==> src/rtl/od_line_arbiter_if.sv <==
// Bundle of requester-side and pad-side signals for the open-drain line arbiter.
// The arbiter uses the slave modport; requesters and the pad model use the master modport.
interface od_line_arbiter_if #(
    parameter int NREQ = 4
);
    logic [NREQ-1:0]   req;
    logic [NREQ*8-1:0] data;
    logic [NREQ-1:0]   gnt;
    logic              busy;
    logic              done;
    logic              err;
    logic              line_oe;
    logic              line_in;

    modport master (
        output req,
        output data,
        output line_in,
        input  gnt,
        input  busy,
        input  done,
        input  err,
        input  line_oe
    );

    modport slave (
        input  req,
        input  data,
        input  line_in,
        output gnt,
        output busy,
        output done,
        output err,
        output line_oe
    );
endinterface

==> src/rtl/od_line_arbiter.sv <==
// Round-robin arbiter and MSB-first serializer for a shared open-drain line with readback.
// Optional feature macro ODLA_PARITY_EN appends an even-parity bit after bit 0.
module od_line_arbiter #(
    parameter int NREQ    = 4,
    parameter int BIT_CYC = 4,
    parameter int TA_CYC  = 2
) (
    input logic             clk,
    input logic             rst,
    od_line_arbiter_if.slave bus
);

`ifdef ODLA_PARITY_EN
    localparam int NBITS = 9;
`else
    localparam int NBITS = 8;
`endif
    localparam int IDX_W = $clog2(NREQ);
    localparam int CYC_W = $clog2(BIT_CYC);
    localparam int BIT_W = $clog2(NBITS);
    localparam int TA_W  = (TA_CYC > 1) ? $clog2(TA_CYC) : 1;

    typedef enum logic [1:0] {
        IDLE,
        SEND,
        TURN
    } state_t;

    state_t           state;
    logic [IDX_W-1:0] rr_ptr;
    logic [IDX_W-1:0] cur_idx;
    logic [NBITS-1:0] shreg;
    logic [CYC_W-1:0] cyc_cnt;
    logic [BIT_W-1:0] bit_cnt;
    logic [TA_W-1:0]  ta_cnt;
    logic [NREQ-1:0]  gnt_q;
    logic             busy_q;
    logic             line_oe_q;

    logic             pick_valid;
    logic [IDX_W-1:0] pick_idx;
    logic [7:0]       pick_byte;
    logic [NBITS-1:0] load_bits;
    logic             mid_cyc;
    logic             last_cyc;
    logic             last_bit;
    logic             collision;
    logic [IDX_W-1:0] next_ptr;

    // First asserted request at or after the round-robin pointer, wrapping.
    always_comb begin
        int j;
        j          = 0;
        pick_valid = 1'b0;
        pick_idx   = '0;
        for (int k = 0; k < NREQ; k++) begin
            j = int'(rr_ptr) + k;
            if (j >= NREQ) begin
                j = j - NREQ;
            end
            if (!pick_valid && bus.req[j]) begin
                pick_valid = 1'b1;
                pick_idx   = IDX_W'(j);
            end
        end
    end

    assign pick_byte = bus.data[{pick_idx, 3'b000} +: 8];

`ifdef ODLA_PARITY_EN
    assign load_bits = {pick_byte, ^pick_byte};
`else
    assign load_bits = pick_byte;
`endif

    assign mid_cyc  = (cyc_cnt == CYC_W'(BIT_CYC / 2));
    assign last_cyc = (cyc_cnt == CYC_W'(BIT_CYC - 1));
    assign last_bit = (bit_cnt == BIT_W'(NBITS - 1));
    assign next_ptr = (cur_idx == IDX_W'(NREQ - 1)) ? '0 : cur_idx + 1'b1;

    // A released bit that reads back low means another driver owns the line.
    assign collision = (state == SEND) && mid_cyc && shreg[NBITS-1] && !bus.line_in;

    assign bus.err     = collision;
    assign bus.done    = (state == SEND) && last_cyc && last_bit && !collision;
    assign bus.gnt     = gnt_q;
    assign bus.busy    = busy_q;
    assign bus.line_oe = line_oe_q;

    always_ff @(posedge clk) begin
        if (rst) begin
            state     <= IDLE;
            rr_ptr    <= '0;
            cur_idx   <= '0;
            shreg     <= '0;
            cyc_cnt   <= '0;
            bit_cnt   <= '0;
            ta_cnt    <= '0;
            gnt_q     <= '0;
            busy_q    <= 1'b0;
            line_oe_q <= 1'b0;
        end else begin
            case (state)
                IDLE: begin
                    line_oe_q <= 1'b0;
                    if (pick_valid) begin
                        state     <= SEND;
                        cur_idx   <= pick_idx;
                        gnt_q     <= NREQ'(1) << pick_idx;
                        busy_q    <= 1'b1;
                        shreg     <= load_bits;
                        line_oe_q <= ~load_bits[NBITS-1];
                        cyc_cnt   <= '0;
                        bit_cnt   <= '0;
                    end
                end

                SEND: begin
                    if (collision || (last_cyc && last_bit)) begin
                        state     <= TURN;
                        gnt_q     <= '0;
                        line_oe_q <= 1'b0;
                        rr_ptr    <= next_ptr;
                        ta_cnt    <= '0;
                    end else if (last_cyc) begin
                        cyc_cnt   <= '0;
                        bit_cnt   <= bit_cnt + 1'b1;
                        shreg     <= {shreg[NBITS-2:0], 1'b0};
                        line_oe_q <= ~shreg[NBITS-2];
                    end else begin
                        cyc_cnt   <= cyc_cnt + 1'b1;
                    end
                end

                TURN: begin
                    if (ta_cnt == TA_W'(TA_CYC - 1)) begin
                        state  <= IDLE;
                        busy_q <= 1'b0;
                    end else begin
                        ta_cnt <= ta_cnt + 1'b1;
                    end
                end

                default: begin
                    state     <= IDLE;
                    gnt_q     <= '0;
                    busy_q    <= 1'b0;
                    line_oe_q <= 1'b0;
                end
            endcase
        end
    end

endmodule

==> src/flat_wrapper.sv <==
// flat-port wrapper written by rule: the top's interface ports become plain ports
module od_line_arbiter_flat 
#(
    parameter int NREQ    = 4,
    parameter int BIT_CYC = 4,
    parameter int TA_CYC  = 2
)
  (clk, rst, bus_req, bus_data, bus_line_in, bus_gnt, bus_busy, bus_done, bus_err, bus_line_oe);
  od_line_arbiter_if #(.NREQ(NREQ)) bus_i ();
  input logic clk;
  input logic rst;
  input wire logic [$bits(bus_i.req)-1:0] bus_req;
  input wire logic [$bits(bus_i.data)-1:0] bus_data;
  input wire logic [$bits(bus_i.line_in)-1:0] bus_line_in;
  output wire logic [$bits(bus_i.gnt)-1:0] bus_gnt;
  output wire logic [$bits(bus_i.busy)-1:0] bus_busy;
  output wire logic [$bits(bus_i.done)-1:0] bus_done;
  output wire logic [$bits(bus_i.err)-1:0] bus_err;
  output wire logic [$bits(bus_i.line_oe)-1:0] bus_line_oe;
  assign bus_i.req = bus_req;
  assign bus_i.data = bus_data;
  assign bus_i.line_in = bus_line_in;
  assign bus_gnt = bus_i.gnt;
  assign bus_busy = bus_i.busy;
  assign bus_done = bus_i.done;
  assign bus_err = bus_i.err;
  assign bus_line_oe = bus_i.line_oe;
  od_line_arbiter #(.NREQ(NREQ), .BIT_CYC(BIT_CYC), .TA_CYC(TA_CYC)) u_core (.clk(clk), .rst(rst), .bus(bus_i));
endmodule
==> config.mk <==
export PLATFORM = sky130hd
export DESIGN_NAME = od_line_arbiter_flat
export DESIGN_NICKNAME = d
export VERILOG_FILES = /design/src/rtl/od_line_arbiter_if.sv /design/src/rtl/od_line_arbiter.sv /design/src/flat_wrapper.sv
export SDC_FILE = /design/constraint.sdc
export NUM_CORES = 1
export LEC_CHECK = 0
export CAP_MARGIN = 20
export CORE_AREA = 8 8 71 73
export CTS_BUF_LIST = sky130_fd_sc_hd__clkbuf_8
export DETAILED_ROUTE_END_ITERATION = 7
export DIE_AREA = 0 0 79 81
export PLACE_DENSITY_LB_ADDON = 0.3
export SLEW_MARGIN = 30
export SYNTH_ARGS = -nofsm -noshare
export SYNTH_HDL_FRONTEND = slang
export SYNTH_SLANG_ARGS = --single-unit
==> constraint.sdc <==
create_clock -name clk -period 4.3 [get_ports clk]
set_input_delay 0.86 -clock clk [delete_from_list [all_inputs] [get_ports clk]]
set_output_delay 0.86 -clock clk [all_outputs]
set_load 0.01 [all_outputs]
==> impl_metrics.py <==
metrics = {
    "global_route": {
        "grt_remaining_overflow": 0,
        "grt_pass1_vias": 1686,
        "grt_first_pass_wirelength_um": 7930,
        "groute.usage.overall_pct": 15.1,
        "grt_antenna_before_repair": 0,
        "largest_net_degree_at_the_start_of_global_routing": 30,
    },
    "critical_path": {
        "worstSetupEndpoint": "bus_done",
        "rrSetupSlack_ns": 2.16,
        "setup.worst_path.start": "bus_line_in",
        "critPathMaxFanout": 5,
        "setup.worst_path.class": "primary input to primary output",
        "r2r-end": "u_core.shreg[4]",
        "required_time_worst_endpoint_ns": 3.44,
        "r2r_start": "u_core.bit_cnt[0]",
        "worst_r2r_path_depth": 7,
        "setup.worst_path.end_class": "primary output",
        "timing.critical_path.from_type": "primary input",
        "cp.arrival_ns": 2.24,
    },
    "outcome": {
        "run_status": "finished clean",
    },
    "logic_synthesis": {
        "synth.yosys.seq_area_share_pct": 30.5,
        "ys_top_cells_by_area": "dfxtp_1 30%, a21oi_1 4.4%, nor2_1 4.0%",
        "synth.top_cell.area_share_pct": 30.5,
        "synth_top_cell_by_area": "dfxtp_1",
        "synth_fp_nets": 241,
        "synthesis.area_um2": 1710,
        "synthesis.instances": 197,
        "synthDistinctLibCells": 49,
        "synth.avg_cell_area_um2": 8.68,
        "synth_seq_cells": 26,
        "synth.yosys.warnings": 0,
        "ys.flop_type": "dfxtp_1",
        "synth-edff-count": 0,
        "async_reset_ff_share_pct": 0,
    },
    "power_and_ir_drop": {
        "swShare_pct": 25.9,
        "total_power_w": 0.000627,
        "power.ir.vdd_worst_mv": 0.155,
        "power.internal_w": 0.000465,
        "comb_power_share_pct": 24.5,
        "seq_power_share_pct": 42.7,
        "powerDensity_nw_per_um2": 287,
        "static-leakage-power_nw": 0.854,
        "power_frac_clock_pct": 32.8,
        "switching_power_w": 0.000162,
    },
    "placement": {
        "port_buffers": 46,
        "placement.setup.worst_slack_ns": 1.14,
        "hpwl_um": 3400,
        "gpl.final_weighted_congestion": 0.858,
        "placed_area_um2": 2120,
    },
    "cts": {
        "tritoncts": "yes",
        "cts_made_buffers": 3,
        "clk-insertion-delay-late_ns": 0.27,
        "cts.hold.buffers_added": 0,
        "cts-root-buf": "clkbuf_8",
        "cts_setup_buffers": 0,
        "clkSinkCount": 26,
        "clock_tree.buffer_depth": 2,
        "post_cts_resized": 0,
        "cts.reportedPaths.clkPinSlew_ns": 0.09,
        "htree_num_levels": 1,
    },
    "timing": {
        "setup-violations-final": 0,
        "upper_clock_frequency_limit_ghz": 0.323,
        "ratio_of_final_minimum_period_to_clock_period_pct": 72.0,
        "slew_viol_final": 0,
        "tightestPinTransition_ns": 0.713,
        "timing.setup.tns_ns": 0,
        "final_critical_path_setup_slack_ns": 1.20,
        "final_period_minus_worst_setup_slack_ns": 3.10,
        "final_hold_viol_count": 0,
        "finClkSkew_ns": 0.00360,
        "worst_slew_margin_rel_pct": 52.1,
        "grt_setup_unrepaired": "no",
    },
    "floorplan": {
        "design.die.area_um2": 6400,
        "fp.dieW_um": 79,
        "die_h_um": 81,
        "core.rowCount": 23,
        "design.core.area_um2": 3910,
        "initial_core_util_pct": 43.7,
        "number_of_primary_i_o_pins": 47,
    },
    "route": {
        "viasPerCell": 5.67,
        "detail-route-antenna-nets": 0,
        "dr_pass1_iterations": 4,
        "route.vias.total": 1615,
        "routed_wire_length_per_instance_um": 16.1,
        "drc_errors": 0,
        "drtIter0Drc": 103,
        "routed_wl_um": 4590,
    },
    "worst_hold_path": {
        "hold_class": "flop to flop",
    },
    "flow_run": {
        "max-cap-violations": 0,
    },
    "cells_and_area": {
        "post_route_cells_drive_above_1_share_pct": 7.23,
        "mostFrequentLayoutCells": "46 x clkdlybuf4s50_1, 26 x dfxtp_1, 18 x nor2_1",
        "design_area_um2": 2190,
        "area_growth_syn_to_layout_pct": 28.0,
        "mostFrequentLayoutCell": "clkdlybuf4s50_1",
        "net_count_final": 280,
        "antenna_cell_count": 0,
        "layout.filler_cells": 384,
    },
}
synth_stat cells (6+ instances only):
cell type	count
a211oi_1	7
a21oi_1	15
nand3_1	8
nor2b_1	6
dfxtp_1	26
o21ai_0	8
nor2_1	18
nand2_1	14
a221o_1	6
state kept, by name, indices dropped and copies added (netlist names):
name and flops:
u_core.bus.line_oe 1, u_core.rr_ptr 2, u_core.ta_cnt 1, u_core.state 2
u_core.cur_idx 2, u_core.bit_cnt 3, u_core.bus.gnt 4, u_core.cyc_cnt 2
u_core.shreg 8, u_core.bus.busy 1
cells by family after synthesis:
group / share of synthesized area (%)
xor gates and xnor gates: 0.513
buffers and inverters: 8.13
AOI/OAI and AO/OA: 28.6
adders and majority gates: 3.66
DFF: 30.5
and+or+nand+nor: 23.1
muxes: 5.64
per-stage QoR:
stage / utilization [%] / std cells / hold WS (ns)
after floorplan: - / 197 / 0.440
after global placement: 54.1 / 281 / 0.450
after global routing: 55.9 / 285 / 0.519
final: 55.9 / 285 / 0.470
after CTS: 55.9 / 285 / 0.469
after detailed placement: 54.1 / 281 / 0.456
final cells by class:
class | count | area, um2 | area share [%]
clock buffers | 3 | 41.3 | 1.89
clock inverters | 1 | 30.0 | 1.37
inverters | 2 | 7.51 | 0.343
multi-input cells | 155 | 1050 | 48.0
flip-flops and latches | 26 | 520 | 23.8
well taps | 50 | 62.6 | 2.86
repair buffers | 48 | 475 | 21.7
critical path, cell delays in order:
cell,delay [ns]
clkdlybuf4s50_1,0.44
nand3b_1,0.19
nand2_1,0.10
nor2_1,0.10
clkdlybuf4s50_1,0.54
routing by layer:
metal	vias up	share of wire, %	global-route usage, %	routed length, um
met3	5	5.7	3.20	261
met2	48	45	24.6	2050
met1	749	49	19.4	2230
li1	813	-	-	-
met4	0	0.89	5.19	41
met5	-	0	0	0
how the worst min path moves through the flow:
stage | start | end | slack (ns) | cells past startpoint
finish | u_core.cur_idx[1] | u_core.cur_idx[1] | 0.47 | 2
global route | u_core.cur_idx[0] | u_core.cur_idx[0] | 0.52 | 2
CTS | u_core.cur_idx[1] | u_core.cur_idx[1] | 0.47 | 2
detailed placement | u_core.cur_idx[1] | u_core.cur_idx[1] | 0.46 | 2
global placement | u_core.cur_idx[1] | u_core.cur_idx[1] | 0.45 | 2
floorplan | u_core.cur_idx[1] | u_core.cur_idx[1] | 0.44 | 2
power by group through the flow:
stage	sequential (W)	combinational (W)	clock, W
after global routing	0.000270	0.000169	0.000218
final	0.000268	0.000154	0.000206
after global placement	0.000273	0.000152	0
after CTS	0.000268	0.000154	0.000207
after detailed placement	0.000273	0.000153	0
after floorplan	0.000272	0.0000975	0
No activity file was read; power rests on OpenSTA's default activity.
